===== src/rtl/inst_fetch_bpred_pkg.sv =====
// Shared constants for the fetch stage: bubble instruction, counter encodings, counter update rule.
// Counter width depends on BPRED_2BIT_EN: 2-bit saturating when defined, 1-bit last-outcome otherwise.
package inst_fetch_bpred_pkg;

  localparam logic [31:0] INST_FLUSH = 32'h0000_0013;

  localparam logic [1:0] BP_SNT = 2'b00;
  localparam logic [1:0] BP_WNT = 2'b01;
  localparam logic [1:0] BP_WT  = 2'b10;
  localparam logic [1:0] BP_ST  = 2'b11;

`ifdef BPRED_2BIT_EN
  localparam int CTR_W = 2;
  localparam logic [CTR_W-1:0] CTR_ALLOC = BP_WT;
`else
  localparam int CTR_W = 1;
  localparam logic [CTR_W-1:0] CTR_ALLOC = 1'b1;
`endif

  function automatic logic [CTR_W-1:0] ctr_next(input logic [CTR_W-1:0] ctr, input logic taken);
`ifdef BPRED_2BIT_EN
    if (taken)
      return (ctr == BP_ST) ? BP_ST : ctr + 2'd1;
    else
      return (ctr == BP_SNT) ? BP_SNT : ctr - 2'd1;
`else
    return (ctr == ctr) ? taken : taken;
`endif
  endfunction

endpackage


===== src/rtl/inst_fetch_bpred_btb.sv =====
// Direct-mapped branch target buffer with per-entry direction counters (module fetch_btb).
// Lookup is combinational on registered contents, so a same-cycle update is seen only next cycle.
module fetch_btb
  import inst_fetch_bpred_pkg::*;
#(
  parameter int BTB_ENTRIES = 4
) (
  input  logic        clk,
  input  logic        rst,
  input  logic [31:0] lookup_pc,
  output logic        hit,
  output logic        taken,
  output logic [31:0] target,
  input  logic        upd_en,
  input  logic [31:0] upd_pc,
  input  logic        upd_taken,
  input  logic [31:0] upd_target
);

  localparam int IDX_W = $clog2(BTB_ENTRIES);
  localparam int TAG_W = 30 - IDX_W;

  logic [BTB_ENTRIES-1:0] valid_r;
  logic [TAG_W-1:0]       tag_r    [BTB_ENTRIES];
  logic [31:0]            target_r [BTB_ENTRIES];
  logic [CTR_W-1:0]       ctr_r    [BTB_ENTRIES];

  logic [IDX_W-1:0] lk_idx;
  logic [TAG_W-1:0] lk_tag;
  logic [IDX_W-1:0] up_idx;
  logic [TAG_W-1:0] up_tag;
  logic             up_hit;
  logic [3:0]       unused_pc_bits;

  assign unused_pc_bits = {lookup_pc[1:0], upd_pc[1:0]};

  assign lk_idx = lookup_pc[IDX_W+1:2];
  assign lk_tag = lookup_pc[31:IDX_W+2];
  assign up_idx = upd_pc[IDX_W+1:2];
  assign up_tag = upd_pc[31:IDX_W+2];

  assign hit    = valid_r[lk_idx] && (tag_r[lk_idx] == lk_tag);
  assign taken  = hit && ctr_r[lk_idx][CTR_W-1];
  assign target = target_r[lk_idx];

  assign up_hit = valid_r[up_idx] && (tag_r[up_idx] == up_tag);

  always_ff @(posedge clk) begin
    if (rst) begin
      valid_r <= '0;
    end else if (upd_en && !up_hit && upd_taken) begin
      valid_r[up_idx] <= 1'b1;
    end
  end

  // Payload fields carry no reset; valid gates every use of them.
  always_ff @(posedge clk) begin
    if (!rst && upd_en) begin
      if (up_hit) begin
        ctr_r[up_idx] <= ctr_next(ctr_r[up_idx], upd_taken);
        if (upd_taken)
          target_r[up_idx] <= upd_target;
      end else if (upd_taken) begin
        tag_r[up_idx]    <= up_tag;
        target_r[up_idx] <= upd_target;
        ctr_r[up_idx]    <= CTR_ALLOC;
      end
    end
  end

endmodule


===== src/rtl/inst_fetch_bpred.sv =====
// Fetch stage: PC register, next-PC selection (redirect > stall > prediction) and IF/ID registers.
// Predictor flavour selected by BPRED_2BIT_EN (see package).
module inst_fetch_bpred
  import inst_fetch_bpred_pkg::*;
#(
  parameter int          BTB_ENTRIES = 4,
  parameter logic [31:0] RESET_PC    = 32'h0000_0000
) (
  input  logic        clk,
  input  logic        rst,
  input  logic        pc_stall,
  input  logic        if_stall,
  input  logic        if_flush,
  input  logic        redirect,
  input  logic [31:0] redirect_pc_i,
  input  logic        bp_update,
  input  logic [31:0] bp_update_pc_i,
  input  logic        bp_update_taken,
  input  logic [31:0] bp_update_target_i,
  input  logic [31:0] inst_i,
  output logic [31:0] inst_addr_o,
  output logic        inst_ce_o,
  output logic [31:0] inst_o,
  output logic [31:0] pc_o,
  output logic        branch_pred_o,
  output logic [31:0] pred_target_o
);

  logic [31:0] pc_r;
  logic [31:0] pc_next;
  logic [31:0] pred_pc;
  logic        btb_hit;
  logic        pred_taken;
  logic [31:0] btb_target;
  logic        unused_hit;

  assign unused_hit = btb_hit;

  fetch_btb #(
    .BTB_ENTRIES(BTB_ENTRIES)
  ) u_btb (
    .clk       (clk),
    .rst       (rst),
    .lookup_pc (pc_r),
    .hit       (btb_hit),
    .taken     (pred_taken),
    .target    (btb_target),
    .upd_en    (bp_update),
    .upd_pc    (bp_update_pc_i),
    .upd_taken (bp_update_taken),
    .upd_target(bp_update_target_i)
  );

  assign pred_pc = pred_taken ? btb_target : pc_r + 32'd4;

  always_comb begin
    pc_next = pred_pc;
    if (redirect)
      pc_next = redirect_pc_i;
    else if (pc_stall)
      pc_next = pc_r;
  end

  always_ff @(posedge clk) begin
    if (rst)
      pc_r <= RESET_PC;
    else
      pc_r <= pc_next;
  end

  always_ff @(posedge clk) begin
    if (rst || (!if_stall && if_flush)) begin
      inst_o        <= INST_FLUSH;
      pc_o          <= '0;
      branch_pred_o <= 1'b0;
      pred_target_o <= '0;
    end else if (!if_stall) begin
      inst_o        <= inst_i;
      pc_o          <= pc_r;
      branch_pred_o <= pred_taken;
      pred_target_o <= pred_pc;
    end
  end

  assign inst_addr_o = pc_r;
  assign inst_ce_o   = 1'b1;

endmodule

===== config.mk =====
export PLATFORM = sky130hd
export DESIGN_NAME = inst_fetch_bpred
export DESIGN_NICKNAME = d
export VERILOG_FILES = /design/src/rtl/inst_fetch_bpred_pkg.sv /design/src/rtl/inst_fetch_bpred_btb.sv /design/src/rtl/inst_fetch_bpred.sv
export SDC_FILE = /design/constraint.sdc
export NUM_CORES = 1
export LEC_CHECK = 0
export ABC_CLOCK_PERIOD_IN_PS = 6250
export BUFFER_PORTS_ARGS = -buffer_cell sky130_fd_sc_hd__buf_4
export CAP_MARGIN = 20
export CORE_UTILIZATION = 36
export CTS_BUF_LIST = sky130_fd_sc_hd__clkbuf_8 sky130_fd_sc_hd__clkbuf_16
export CTS_CLUSTER_SIZE = 25
export DETAILED_ROUTE_END_ITERATION = 6
export SYNTH_ARGS = -nofsm -noshare
export SYNTH_HDL_FRONTEND = slang
export SYNTH_SLANG_ARGS = --single-unit

===== constraint.sdc =====
create_clock -name clk -period 6.25 [get_ports clk]
set_input_delay 1.25 -clock clk [delete_from_list [all_inputs] [get_ports clk]]
set_output_delay 1.25 -clock clk [all_outputs]
set_load 0.03 [all_outputs]

* Yosys cells after proc, flatten, opt, wreduce, memory -nomap -nowiden
Memories as Yosys holds them, arrays and structs flattened. A register that Yosys moved wholly into a read port is not among the register bits.
Index checks and enable logic that the tools add are counted.
** Storage, ports and cells
- Memory bits (writable) :: 244
- Register bits after elaboration :: 133
- Output and inout port bits :: 130
- Memories :: 3
** Cells by class
- Reduce and logical (&&, ||, !) cells :: 12
- $add $sub $neg :: 1
- Bitwise logic cells :: 3
- Multiplexer cells :: 27
- $lt $le $gt $ge :: 3
- Eq/ne operators :: 3
** Memory list
- u_btb.target_r :: depth 4, bits a word 32, rd ports 1, clocked after memory_dff 1, wr ports 1, line inst_fetch_bpred_btb.sv:25 : logic [31:0] target_r [BTB_ENTRIES];
- u_btb.tag_r :: depth 4, bits a word 28, rd ports 2, clocked after memory_dff 1, wr ports 1, line inst_fetch_bpred_btb.sv:24 : logic [TAG_W-1:0] tag_r [BTB_ENTRIES];
- u_btb.ctr_r :: depth 4, bits a word 1, rd ports 1, clocked after memory_dff 1, wr ports 1, line inst_fetch_bpred_btb.sv:26 : logic [CTR_W-1:0] ctr_r [BTB_ENTRIES];
** Operators by type and width (number)
- $mux W32 :: 4
- $eq A28 B28 Y1 :: 2
- $add A32 B3 Y32 const B :: 1
- $mux W1 :: 14
- $mux W2 :: 6
- $logic_and A1 B1 Y1 :: 8
- $lt A2 B3 Y1 const B :: 2
- $bmux W1 S2 :: 2
- $or A4 B4 Y4 :: 1
- $logic_not A1 Y1 :: 3
- $demux W1 S2 :: 1
- $ge A2 B1 Y1 const B :: 1
- $ne A2 B1 Y1 const B :: 1
- $or A1 B1 Y1 :: 2
- $logic_or A1 B1 Y1 :: 1

* Depth between registers and ports, before layout
- Word-level depth :: 9
- Depth in mapped cells :: 12
- Gate-level depth less buffers :: 8

* Cells and area by module
Synthesis repeated with hierarchy kept, for this count alone.
** Second synthesis, totals
- Cells, all modules :: 1263
- Area, all modules :: 16864.9 sq um
** Modules (own cells, without submodules)
- fetch_btb :: times used 1, cells each 555, area an instance 10792.9 sq um
- inst_fetch_bpred :: times used 1, cells each 708, area an instance 6072.1 sq um

* Worst setup path before layout
Ideal clock, no wire load.
- Path kind :: input -> register
- Start :: input bp_update_pc_i[3]
- End :: memory u_btb.target_r[0][0], enable pin
- Stages on the path :: 3
- Required time :: 5.789 ns
- Arrival :: 3.946 ns
- Path slack :: 1.843 ns
- Buffers on the path :: 2
- Cell sequence :: clkbuf_1 clkbuf_1 nor3_1
** Between the ends
- Longest elaborated chain between the ends :: 7
** RTL lines
- start: declaration :: line inst_fetch_bpred.sv:17 : input logic [31:0] bp_update_pc_i,
- $mem_v2 Z4 W28 / $bmux W1 S2 (equally long branches)
- $eq A28 B28 Y1 / $mux W1 (equally long branches) :: line inst_fetch_bpred_btb.sv:46 : assign up_hit = valid_r[up_idx] && (tag_r[up_idx] == up_tag);
- $logic_and A1 B1 Y1 :: line inst_fetch_bpred_btb.sv:46
- $mux W1 :: line inst_fetch_bpred_btb.sv:59 : if (up_hit) begin
- $mux W1 :: line inst_fetch_bpred_btb.sv:58 : if (!rst && upd_en) begin
- $mux W1, on equally long branches :: line inst_fetch_bpred_btb.sv:62, inst_fetch_bpred_btb.sv:65
- $or A1 B1 Y1 (no source line)
- end: declaration :: line inst_fetch_bpred_btb.sv:25
Several ways; a longest one is shown, not always the timed one. The select of a mux whose other input is x is not followed.

==> summary.txt <==
Die
  – Site Rows: 76
  – Die Area: around 45000 sq um
  – Core Area: 43270 sq um
  – Starting density of the core: between 30% and 40%
  – # IOs: around 270
  – Chip Width: approximately 210 um
  – Die H: approximately 210 um

Power
  – P per Cell Area: between 300 and 400 nW/um^2
  – Sw Ratio: a little under a quarter
  – Switching Power: 1409 uW
  – Lkg Pwr: approximately 0.0076 uW
  – Reg power frac: 46.5%
  – Comb power frac: approximately 9.8%
  – Power consumption: 6037 uW
  – Int Pwr: 4627 uW
  – Clock group share of total power: 43.8%
  – Maximum VDD drop: around 0.16 mV

Yosys
  – Mapped Cells: approximately 1000
  – #FFs+latches synth: between 300 and 400
  – Avg Cell Area, Syn: about 15 sq um
  – Ys async rst share: 0%
  – Net count after synthesis: ~1200
  – Sequential share of the synthesized area: 63.20%
  – Ys flop type: edfxtp_1
  – Mapped cell area: 15870 sq um
  – Synth Warn #: 0
  – Post-synth EDFFs: around 240
  – Synth unique cells: 46

Clocking
  – Post_cts resized: 0
  – CTS Buf Count: 43
  – Post-CTS setup buffer count: 0
  – H-tree depth: 2
  – Hold buffers post-CTS: 0
  – Worst-path clk slew: ~0.060 ns
  – Clock sink count: 379
  – Clock Path Buffers: 3
  – Root Driver: clkbuf_16
  – Clk Latency, worst-skew pair: between 0.5 and 0.6 ns
  – CTS tree: yes

Drt
  – DRT Wirelength: between 40 and 50 mm
  – Vias per cell: 5.195
  – Via count: 10030
  – First DRT Iteration DRCs: just under 700
  – DRT antenna net count: 0
  – DRT Pass-1 Iters: 5
  – DRC violations left: 0
  – Routed len/inst: 23.69 um

Final layout
  – # nets final: ~1400
  – Layout area overhead: 26.16%
  – Fin cells: 1931
  – Proportion of layout cells with a drive suffix above 1: 34.05%
  – Commonest cells after routing, fill and taps aside: 294 x buf_4, 244 x edfxtp_1, 133 x dfxtp_1, 101 x mux2i_1, 78 x mux4_2
  – Fill count: 3865
  – Most common cell after layout, fill and taps aside: buf_4

Setup path
  – Req. time, crit path: between 6 and 7 ns
  – Critical path class: reg -> reg
  – Largest fanout on the critical path: 28
  – CP arrival: ~4.8 ns
  – Critical Path Sink Type: register
  – Startpoint types: register

GRT
  – Met3 Track Usage GR: approximately 5%
  – Met2 usage: around a third
  – Met1 Usage GRT: between 20% and 30%
  – Number of global-route vias before repair: approximately 10000
  – Busiest grt layer: met2
  – Total GRT Usage: about a fifth
  – Antenna violations before repair: 1
  – Remaining Overflow, GRT: 0
  – First-pass GRT wire length: around 66 mm
  – Largest net degree at the start of global routing: 54

STA
  – Setup violators final: 0
  – Final hold vios: 0
  – Worst clock skew: ~0.02 ns
  – Slew margin rel.: between 30% and 40%
  – RSZ-0062 raised after global routing: false
  – Final worst path period need: 4.407 ns
  – Maximum clock rate: 226.9 MHz
  – Max-slew violation total from the final report: 0
  – Worst slew pin tran: slightly above 0.9 ns
  – Final worst-path cycle share: between 70% and 80%
  – Total Neg Setup Slack: 0 ns

Place
  – DP Cell Count: between 1500 and 2000
  – GP Congestion: approximately 0.73
  – Hpwl dp: ~31 mm
  – Port bufs: 262

Min path
  – Worst hold-check path type: reg -> reg

Flow run
  – Max-cap violations: 0

Status
  – Outcome: finished, final reports clean
cell families after synthesis:
kind of cell | after synthesis | share of synthesized area (%)
AO/OA/AOI/OAI | 116 | 4.770
AND/OR/NAND/NOR | 191 | 5.684
adder cells (fa/ha/maj) | 1 | 0.07883
flip-flops | 379 | 63.20
other | 1 | 0.02363
multiplexers | 190 | 19.17
XOR/XNOR | 81 | 4.470
buffers and inverters | 90 | 2.610
worst max-delay path, stage by stage (launching register included):
cell and delay (ns):
dfxtp_2 0.93, buf_4 0.36, mux4_2 0.36, xor2_1 0.16, nor4_1 0.66, nand3_2 0.69, buf_4 0.50, mux2i_1 0.38
o21ai_0 0.16
sequential cells by signal (all words and copies together), names as in the netlist, named ones only:
name            cells
inst_addr_o        32
inst_o             32
pred_target_o      32
u_btb.tag_r       112
u_btb.ctr_r         4
u_btb.valid_r       4
branch_pred_o       1
pc_o               32
u_btb.target_r    128
worst paths after layout:
path                  start  slack (ns)  cells past startpoint         endpoint
hold reg to reg   inst_o[0]        0.47                      1        inst_o[0]
setup reg to reg   register        1.84                      8  inst_addr_o[30]
hold / removal    inst_o[0]        0.47                      1        inst_o[0]
setup / recovery   register        1.84                      8  inst_addr_o[30]
power by group through the flow:
stage,clock network (uW),logic (uW),registers (uW)
2_1_floorplan,0,302,2890
3_3_place_gp,0,590,2860
3_5_place_dp,0,596,2860
4_1_cts,2690,599,2810
5_1_grt,2800,632,2810
6_report,2640,589,2810
synthesized netlist by cell type, types with 2 or more instances:
master    count  share of area (%)
nor2b_1       9               0.35
nor4_2        2               0.16
or3b_1        2               0.11
a21o_1        2              0.095
mux2i_1     101                6.4
buf_1        10               0.24
and2_1        6               0.24
buf_2         9               0.28
a211o_1       3               0.17
a22o_1        4               0.22
xor2_1       24                1.3
a21oi_1       4               0.13
clkbuf_1     50                1.2
mux4_1       10                1.7
o21a_1        2              0.095
a211oi_1      3               0.14
and3_1        6               0.24
mux4_2       78                 11
buf_6         6               0.43
edfxtp_1    244                 46
dfxtp_1     135                 17
o21ai_0      33                1.0
and4_1        2               0.11
o22ai_1      28                1.1
nor3_1        5               0.16
nand4_1      16               0.63
nand3_1      14               0.44
nand2_1      42               0.99
nor2_1       75                1.8
or3_1         3               0.12
a22oi_1      29                1.4
nor4_1        8               0.32
inv_1        13               0.31
xnor2_1      57                3.1
a31oi_1       3               0.12
area by class of cell:
cell class,instances,area (sq um),area share [%]
clock buffers,58,1339,6.687
clock inverters,21,183.9,0.9186
inverters,13,48.80,0.2437
diodes,1,2.502,0.01250
multi-input cells,580,5474,27.34
flip-flops and latches,379,10030,50.12
repair buffers,294,2207,11.02
well taps,585,732.0,3.656
layer usage:
metal	vias to the layer above	share of wire, %
li1	4562	-
met1	5043	42
met2	365	48
met3	60	7.9
met4	2	2.0
met5	-	0.028
stage by stage:
step	hold WS, ns	utilization (%)	setup slack, ns	cell area (sq um)
finish	0.4680	46.28	1.843	20020
global route	0.4890	46.27	1.639	20020
global placement	0.4555	42.75	1.553	18500
CTS	0.4705	46.27	1.864	20020
detailed placement	0.4569	42.75	1.545	18500
floorplan	0.4534	-	1.843	15870
No activity file was read; power rests on OpenSTA's default activity.
